**src/rtl/if_pkg.sv**
```systemverilog
// Shared types for the instruction-fetch controller: FSM states, the
// {pc, inst, adel} result record and its reset value.
package if_pkg;

  typedef enum logic [1:0] {
    IDLE = 2'd0,
    REQ  = 2'd1,
    WAIT = 2'd2,
    HOLD = 2'd3
  } fetch_state_t;

  typedef struct packed {
    logic [31:0] pc;
    logic [31:0] inst;
    logic        adel;
  } if_out_t;

  localparam if_out_t IF_OUT_RST = '{pc: 32'h0, inst: 32'h0, adel: 1'b0};

  // Instructions are word aligned; any low address bit set is an address error.
  function automatic logic is_misaligned(input logic [31:0] addr);
    return (addr[1:0] != 2'b00);
  endfunction

endpackage

```
**src/rtl/if_hold_buf.sv**
```systemverilog
// One-entry hold buffer in front of the IF/ID-facing output register.
// A result arriving while downstream is stalled parks in the buffer and
// moves to the output register on the first unstalled cycle.
module if_hold_buf
  import if_pkg::*;
(
  input  logic    clk,
  input  logic    rst,
  input  logic    load,
  input  if_out_t load_data,
  input  logic    stall,
  input  logic    flush,
  output if_out_t out_data,
  output logic    out_valid
);

  if_out_t buf_data;
  logic    buf_full;

  // Output register and buffer: flush kills both, stall freezes the output.
  always_ff @(posedge clk) begin
    if (rst) begin
      out_data  <= IF_OUT_RST;
      out_valid <= 1'b0;
      buf_data  <= IF_OUT_RST;
      buf_full  <= 1'b0;
    end else if (flush) begin
      out_valid <= 1'b0;
      buf_full  <= 1'b0;
    end else if (stall) begin
      if (load) begin
        buf_data <= load_data;
        buf_full <= 1'b1;
      end
    end else if (load) begin
      out_data  <= load_data;
      out_valid <= 1'b1;
    end else if (buf_full) begin
      out_data  <= buf_data;
      out_valid <= 1'b1;
      buf_full  <= 1'b0;
    end else begin
      out_valid <= 1'b0;
    end
  end

endmodule

```
**src/rtl/inst_fetch_ctrl.sv**
```systemverilog
// Instruction-fetch controller: one instruction-bus transaction per PC,
// result delivered through a stall-tolerant output register.
//
// state | meaning
// IDLE  | no transaction; accepts the PC presented by the PC register
// REQ   | inst_req_o high, address held until the bus accepts it
// WAIT  | address accepted, waiting for read data
// HOLD  | result parked in the hold buffer while downstream is stalled
//
// kill marks an in-flight transaction whose data must be discarded
// because a flush arrived after the request was issued.
module inst_fetch_ctrl
  import if_pkg::*;
(
  input  logic        clk_i,
  input  logic        rst_i,
  input  logic [31:0] pc_i,
  input  logic        ce_i,
  input  logic        stall_i,
  input  logic        flush_i,
  output logic        inst_req_o,
  output logic [31:0] inst_addr_o,
  input  logic        inst_addr_ok_i,
  input  logic        inst_data_ok_i,
  input  logic [31:0] inst_rdata_i,
  output logic [31:0] pc_o,
  output logic [31:0] inst_o,
  output logic        valid_o,
  output logic        adel_o,
  output logic        stallreq_o
);

  fetch_state_t state;
  logic         kill;
  logic         pc_bad;
  logic         fetch_go;
  logic         res_adel;
  logic         res_data;
  logic         res_valid;
  if_out_t      res;
  if_out_t      out_data;

  assign pc_bad   = is_misaligned(pc_i);
  assign fetch_go = (state == IDLE) & ce_i & ~flush_i;
  assign res_adel = fetch_go & pc_bad;
  assign res_data = (state == WAIT) & inst_data_ok_i & ~kill & ~flush_i;
  assign res_valid = res_adel | res_data;

  // Result record: address-error results never touch the bus.
  always_comb begin
    res = IF_OUT_RST;
    if (res_adel) begin
      res.pc   = pc_i;
      res.inst = 32'h0;
      res.adel = 1'b1;
    end else if (res_data) begin
      res.pc   = inst_addr_o;
      res.inst = inst_rdata_i;
      res.adel = 1'b0;
    end
  end

  // Hold the PC while its fetch is unresolved; release it in the cycle the
  // result is produced, and during a flush so the redirect target loads.
  assign stallreq_o = ce_i & ~flush_i
                    & (state != HOLD)
                    & ~((state == IDLE) & pc_bad)
                    & ~((state == WAIT) & inst_data_ok_i & ~kill);

  // Fetch sequencing, bus request/address registers and the kill flag.
  always_ff @(posedge clk_i) begin
    if (rst_i) begin
      state       <= IDLE;
      kill        <= 1'b0;
      inst_req_o  <= 1'b0;
      inst_addr_o <= 32'h0;
    end else begin
      case (state)
        IDLE: begin
          if (fetch_go) begin
            if (pc_bad) begin
              state <= stall_i ? HOLD : IDLE;
            end else begin
              inst_addr_o <= pc_i;
              inst_req_o  <= 1'b1;
              state       <= REQ;
            end
          end
        end
        REQ: begin
          // The request stays up through a flush; only its data is dropped.
          if (flush_i) begin
            kill <= 1'b1;
          end
          if (inst_addr_ok_i) begin
            inst_req_o <= 1'b0;
            state      <= WAIT;
          end
        end
        WAIT: begin
          if (inst_data_ok_i) begin
            kill <= 1'b0;
            if (kill | flush_i) begin
              state <= IDLE;
            end else begin
              state <= stall_i ? HOLD : IDLE;
            end
          end else if (flush_i) begin
            kill <= 1'b1;
          end
        end
        HOLD: begin
          if (flush_i | ~stall_i) begin
            state <= IDLE;
          end
        end
        default: state <= IDLE;
      endcase
    end
  end

  if_hold_buf u_hold_buf (
    .clk       (clk_i),
    .rst       (rst_i),
    .load      (res_valid),
    .load_data (res),
    .stall     (stall_i),
    .flush     (flush_i),
    .out_data  (out_data),
    .out_valid (valid_o)
  );

  assign pc_o   = out_data.pc;
  assign inst_o = out_data.inst;
  assign adel_o = out_data.adel;

endmodule

```
**config.mk**
```make
export PLATFORM = sky130hd
export DESIGN_NAME = inst_fetch_ctrl
export DESIGN_NICKNAME = d
export VERILOG_FILES = /design/src/rtl/if_pkg.sv /design/src/rtl/if_hold_buf.sv /design/src/rtl/inst_fetch_ctrl.sv
export SDC_FILE = /design/constraint.sdc
export NUM_CORES = 1
export LEC_CHECK = 0
export CORE_AREA = 2 2 95 142
export CTS_CLUSTER_DIAMETER = 150
export DETAILED_ROUTE_END_ITERATION = 10
export DIE_AREA = 0 0 97 144
export DONT_BUFFER_PORTS = 1
export PLACE_DENSITY = 0.78
export SYNTH_ARGS = -nofsm -noshare
export SYNTH_HDL_FRONTEND = slang
export SYNTH_SLANG_ARGS = --single-unit
export TNS_END_PERCENT = 50
```
**constraint.sdc**
```tcl
create_clock -name clk_i -period 3 [get_ports clk_i]
set_input_delay 0.6 -clock clk_i [delete_from_list [all_inputs] [get_ports clk_i]]
set_output_delay 0.6 -clock clk_i [all_outputs]
set_load 0.1 [all_outputs]
```
### Word level (Yosys, flattened, before mapping)

Index checks and enable logic that the tools add are counted.

* equality and inequality tests: 11
* muxes and demuxes: 24
* bitwise gates (word level): 20
* reductions and logical operators: 12

Operators by type and width (count)
* two-way mux 65 bit: 4
* two-way mux 2 bit: 7
* != test 2 bit (second input constant): 7
* AND 1 bit: 11
* two-way mux 1 bit: 10
* AND reduction 3 bit: 3
* one-hot mux 2 bit (4 select lines): 1
* AND reduction 4 bit: 2
* nonzero test 2 bit: 4
* NOT 1 bit: 6
* == test 2 bit (second input constant): 2
* one-hot mux 1 bit (2 select lines): 2
* bitwise OR 1 bit: 3
* == test 2 x 1 -> 1 bit (second input constant): 1
* logical NOT 2 bit: 1
* != test 2 x 1 -> 1 bit (second input constant): 1
* AND reduction 2 bit: 1
* OR reduction 2 bit: 1

* register bits: 168
* input bits: 71
* output and inout port bits: 100
* logic and storage cells: 79

### Longest topological paths before layout

* word-level depth: 7
* gate-level depth with buffers: 15
* depth with buffers taken out: 10

### By module

Synthesis repeated with hierarchy kept, for this count alone.

* cell total of the unflattened synthesis: 913
* area, all modules: 7713.6 sq um

Modules (own cells, without submodules)
* if_hold_buf: times used 1, cells an instance 591, area each 5525.3 sq um, sequential area each 2642.5 sq um
* inst_fetch_ctrl: times used 1, cells an instance 322, area each 2188.3 sq um, sequential area each 720.7 sq um

### Least setup slack after synthesis

No wires, ideal clock.

* path kind: input to output
* from: input port pc_i[0]
* to: output port stallreq_o
* arrival: 5694 ps
* data required time: 2400 ps
* path slack: -3294 ps
* stages: 3
* buffers on the path: 1
* path through: or2_1 -> buf_4 -> a2111oi_0

* word-level cells in the longest chain between the ends: 5

RTL lines
* start, declared: RTL line inst_fetch_ctrl.sv:17 `input logic [31:0] pc_i,`
* nonzero test 2 bit: RTL line if_pkg.sv:22 `return (addr[1:0] != 2'b00);`
* AND 1 bit: RTL line inst_fetch_ctrl.sv:67 `& ~((state == IDLE) & pc_bad)`
* NOT 1 bit: RTL line inst_fetch_ctrl.sv:67
* AND 1 bit: RTL line inst_fetch_ctrl.sv:67
* AND 1 bit: RTL line inst_fetch_ctrl.sv:68 `& ~((state == WAIT) & inst_data_ok_i & ~kill);`
* end, declared: RTL line inst_fetch_ctrl.sv:30 `output logic stallreq_o`

No other way between the ends.

### Worst setup path in the final report

* from: register state[0]
* to: output port stallreq_o

* word-level cells in the longest chain between the ends: 5
* elaborated cells on any way between the ends: 11
* those cells by class: eq/ne: 2; bitwise: 8; reduce/logical: 1

RTL lines
* start, declared: RTL line inst_fetch_ctrl.sv:33 `fetch_state_t state;`
* start signal, assigned: RTL line inst_fetch_ctrl.sv:82 `state <= stall_i ? HOLD : IDLE;`
* start signal, assigned: RTL line inst_fetch_ctrl.sv:106 `state <= stall_i ? HOLD : IDLE;`
* == test 2 bit or logical NOT 2 bit (tied branches): RTL line inst_fetch_ctrl.sv:68, inst_fetch_ctrl.sv:67
* AND 1 bit, on equally long branches: RTL line inst_fetch_ctrl.sv:68, inst_fetch_ctrl.sv:67
* AND 1 bit or NOT 1 bit (tied branches): RTL line inst_fetch_ctrl.sv:68, inst_fetch_ctrl.sv:67
* NOT 1 bit or AND 1 bit (tied branches): RTL line inst_fetch_ctrl.sv:68, inst_fetch_ctrl.sv:67
* AND 1 bit *: RTL line inst_fetch_ctrl.sv:68

Every way passes the cells marked *; elsewhere a longest branch is shown, timed or not.

==> summary.txt <==
Clock network
  – Number of buffers created by CTS: 17
  – Clock slew at reported path FFs: 0.07 ns
  – Maximum clock path buffer count: 2
  – Clock sinks: 168
  – Resized cells post-CTS: 0
  – Cts hold-fix bufs: 0
  – Clock insertion delay at the later pin of the skew report: 0.42 ns
  – Root Driver: clkbuf_16
  – CTS tree: yes
  – Htree depth: 4
  – Postcts setup bufs: 0

Setup path
  – Critical path's largest stage delay: 0.40 ns
  – Reg-to-Reg End: u_hold_buf.out_data[9]$_SDFFE_PP0P_
  – WP buf/inv: 2
  – Crit path required time: 2.40 ns
  – WP data arrival: 2.06 ns
  – Cell count of the worst reg-to-reg path: 6
  – Critical path's slowest cell: dfxtp_1
  – WS Path Type: flip-flop to output port
  – Startpoint class of the critical path: flip-flop
  – Crit Reg-Reg Startpoint: state[1]$_SDFFE_PP0P_
  – R2R setup slack: 0.44 ns
  – Critical path endpoint category: output port
  – CP Cell Sequence: inv_1 -> ha_1 -> and3b_1 -> a2111oi_4 -> buf_4
  – CP Max Fanout: 6
  – Crit path max-delay family: buffers and inverters

Run status
  – Status: finished, final reports clean

Final layout
  – FILL cells: 1061
  – Area of the multi-input gates: 4060 um2
  – FF/Latch Area: 3360 um2
  – Non-filler cells, final: 1054
  – Antenna fix cells: 0
  – Most frequent cells in the layout: 168 x dfxtp_1, 131 x nand2_1, 79 x o21ai_0
  – Net count, final: 958
  – Area growth syn-to-layout: 8.64%
  – Share of post-route cells with drive strength above 1: 14.3%
  – Most common cell after layout, fill and taps aside: dfxtp_1
  – Design area: 8540 um2

Yosys
  – Synth unique cells: 40
  – Syn Std Cell Area: 7860 um2
  – Synth Instances: 932
  – Sequential fraction of the synthesis area: 42.8%
  – Synthesized flop and latch total: 168
  – Mean Syn Cell Area: 8.44 um2
  – Synth warn: 0
  – Syn Nets: 1008

Global routing
  – Initial antenna violation count: 0
  – First-pass GRT wire length: 32.9 mm
  – Gr usage total: 28.7%
  – Vias in the first global route: 6676
  – Total congestion overflow: 0
  – Largest net degree at the start of global routing: 170

Worst hold path
  – Worst Hold End: inst_addr_o[2]$_SDFFE_PP0P_
  – Hold path startpoint: rst_i
  – HP Class: input port to flip-flop
  – WHS Path Cells: 1

Placed design
  – Area of placed instances: 7900 um2
  – I/O Buffers: 0
  – Post-DP HPWL: 13.1 mm
  – Post-Place Cells: 1022
  – GPL Wtd Cong: 0.892

Timing
  – Unrepaired setup endpoints after global routing: no
  – Max_slew headroom: 28.8%
  – Setup TNS: 0 ns
  – Post-layout min period: 2.66 ns
  – Clock skew: 0.00794 ns
  – Max-slew violation count: 0
  – Period utilization: 88.7%
  – Worst-margin pin slew: 1.07 ns
  – Finish-stage setup viols: 0
  – Fmax: 376 MHz
  – Hold Violations, Final: 0

Pwr
  – Comb power frac: 18.9%
  – Switch share: 32.1%
  – Pwr Density: 715 nW/um2
  – Sequential Power Share: 42.3%
  – Worst VDD drop: 0.000446 V
  – Final Power: 0.00611 W
  – Switching power of the nets: 0.00196 W
  – LEAKAGE: 2.75 nW
  – Internal Power: 0.00415 W
  – Clock power frac: 38.8%

Drt
  – Total routed wirelength: 20.9 mm
  – Routed wire per std cell: 19.8 um
  – ANT nets after route: 0
  – First drt pass iteration count: 5
  – Vias/cell: 6.55
  – DRC viols: 0
  – Starting DRT DRC Count: 414
  – Via count: 6904

Die
  – Cell Rows: 51
  – Die width: 97 um
  – Core Area: 12800 um2
  – Die ar.: 14000 um2
  – Height of the die: 144 um
  – I/O pin count: 171
  – Starting Density: 61.3%

Run
  – Max cap viols: 0
==> worst max-delay path by stage <==
stage                          startpoint  slack [ns]                                   end  depth (start not counted)
detailed placement                pc_i[1]        0.39  u_hold_buf.buf_data[32]$_SDFFE_PP0P_                          9
floorplan                         pc_i[0]        0.21                            stallreq_o                          3
finish              state[0]$_SDFFE_PP0P_        0.34                            stallreq_o                          5
global placement                  pc_i[0]        0.51  u_hold_buf.buf_data[38]$_SDFFE_PP0P_                          8
global route        state[0]$_SDFFE_PP0P_        0.27                            stallreq_o                          5
CTS                 state[0]$_SDFFE_PP0P_        0.34                            stallreq_o                          5
==> kinds of logic after synthesis <==
family,count (synthesis),synth area share (%)
AO/OA/AOI/OAI,298,25.7
buffers and inverters,103,6.30
AND/OR/NAND/NOR,322,19.3
adder cells (fa/ha/maj),5,0.796
flip-flops,168,42.8
multiplexers,36,5.12
==> metrics by stage <==
step / utilization (%) / hold WS, ns / setup slack (ns)
global placement: 61.6 / 0.449 / 0.507
finish: 66.6 / 0.248 / 0.339
detailed placement: 61.6 / 0.461 / 0.390
CTS: 66.6 / 0.229 / 0.337
global route: 66.6 / 0.229 / 0.270
floorplan: - / 0.466 / 0.214
==> cell usage after synthesis (all sizes together) <==
library cell	number	area, um2
a2111oi	2	17.5
a211o	1	8.76
a211oi	32	258
a21oi	68	340
a22oi	33	248
a311oi	35	432
a31oi	2	12.5
and2	28	175
and3	4	25.0
and3b	3	26.3
and4bb	1	12.5
buf	42	259
clkbuf	57	221
dfxtp	168	3360
ha	5	62.6
inv	4	15.0
mux2	34	383
mux2i	2	20.0
nand2	132	498
nand2b	2	12.5
nand3	6	30.0
nand4	32	200
nand4bb	1	11.3
nor2	72	270
nor2b	34	213
nor3	2	10.0
nor3b	3	22.5
o211ai	30	225
o21ai	94	470
o31a	1	8.76
or2	2	12.5
==> metal layers <==
layer	part of all wire [%]	GRT usage, %	vias up
li1	-	-	3241
met1	38	31.5	3340
met2	51	50.4	264
met3	7.8	8.65	59
met4	3.2	14.6	0
met5	0	0	-
==> cell type report <==
| class | count | area share (%) |
|---|---|---|
| repair buffers | 30 | 3.08 |
| clock inverters | 13 | 2.23 |
| inverters | 4 | 0.176 |
| clock buffers | 19 | 5.30 |
| well taps | 159 | 2.33 |
| flip-flops and latches | 168 | 39.4 |
| multi-input cells | 661 | 47.5 |
==> power by group through the flow <==
stage | Clock, W | Sequential, W | Combinational (W)
2_1_floorplan | 0 | 0.00264 | 0.000927
3_3_place_gp | 0 | 0.00262 | 0.00110
3_5_place_dp | 0 | 0.00263 | 0.00114
4_1_cts | 0.00240 | 0.00258 | 0.00114
5_1_grt | 0.00249 | 0.00259 | 0.00125
6_report | 0.00237 | 0.00258 | 0.00115
==> worst reg2reg max path: stages (launching register included) <==
cell	delay [ns]
dfxtp_1	0.43
ha_1	0.30
and4bb_4	0.60
buf_4	0.50
mux2_2	0.42
nand4_1	0.11
a21oi_1	0.09
==> sequential cells by signal, summed over array words and instances (netlist names) <==
register and cells:
u_hold_buf.out_data 65, u_hold_buf.buf_data 65, u_hold_buf.out_valid 1, state 2
u_hold_buf.buf_full 1, kill 1, inst_addr_o 32, inst_req_o 1
No activity file was read; power rests on OpenSTA's default activity.
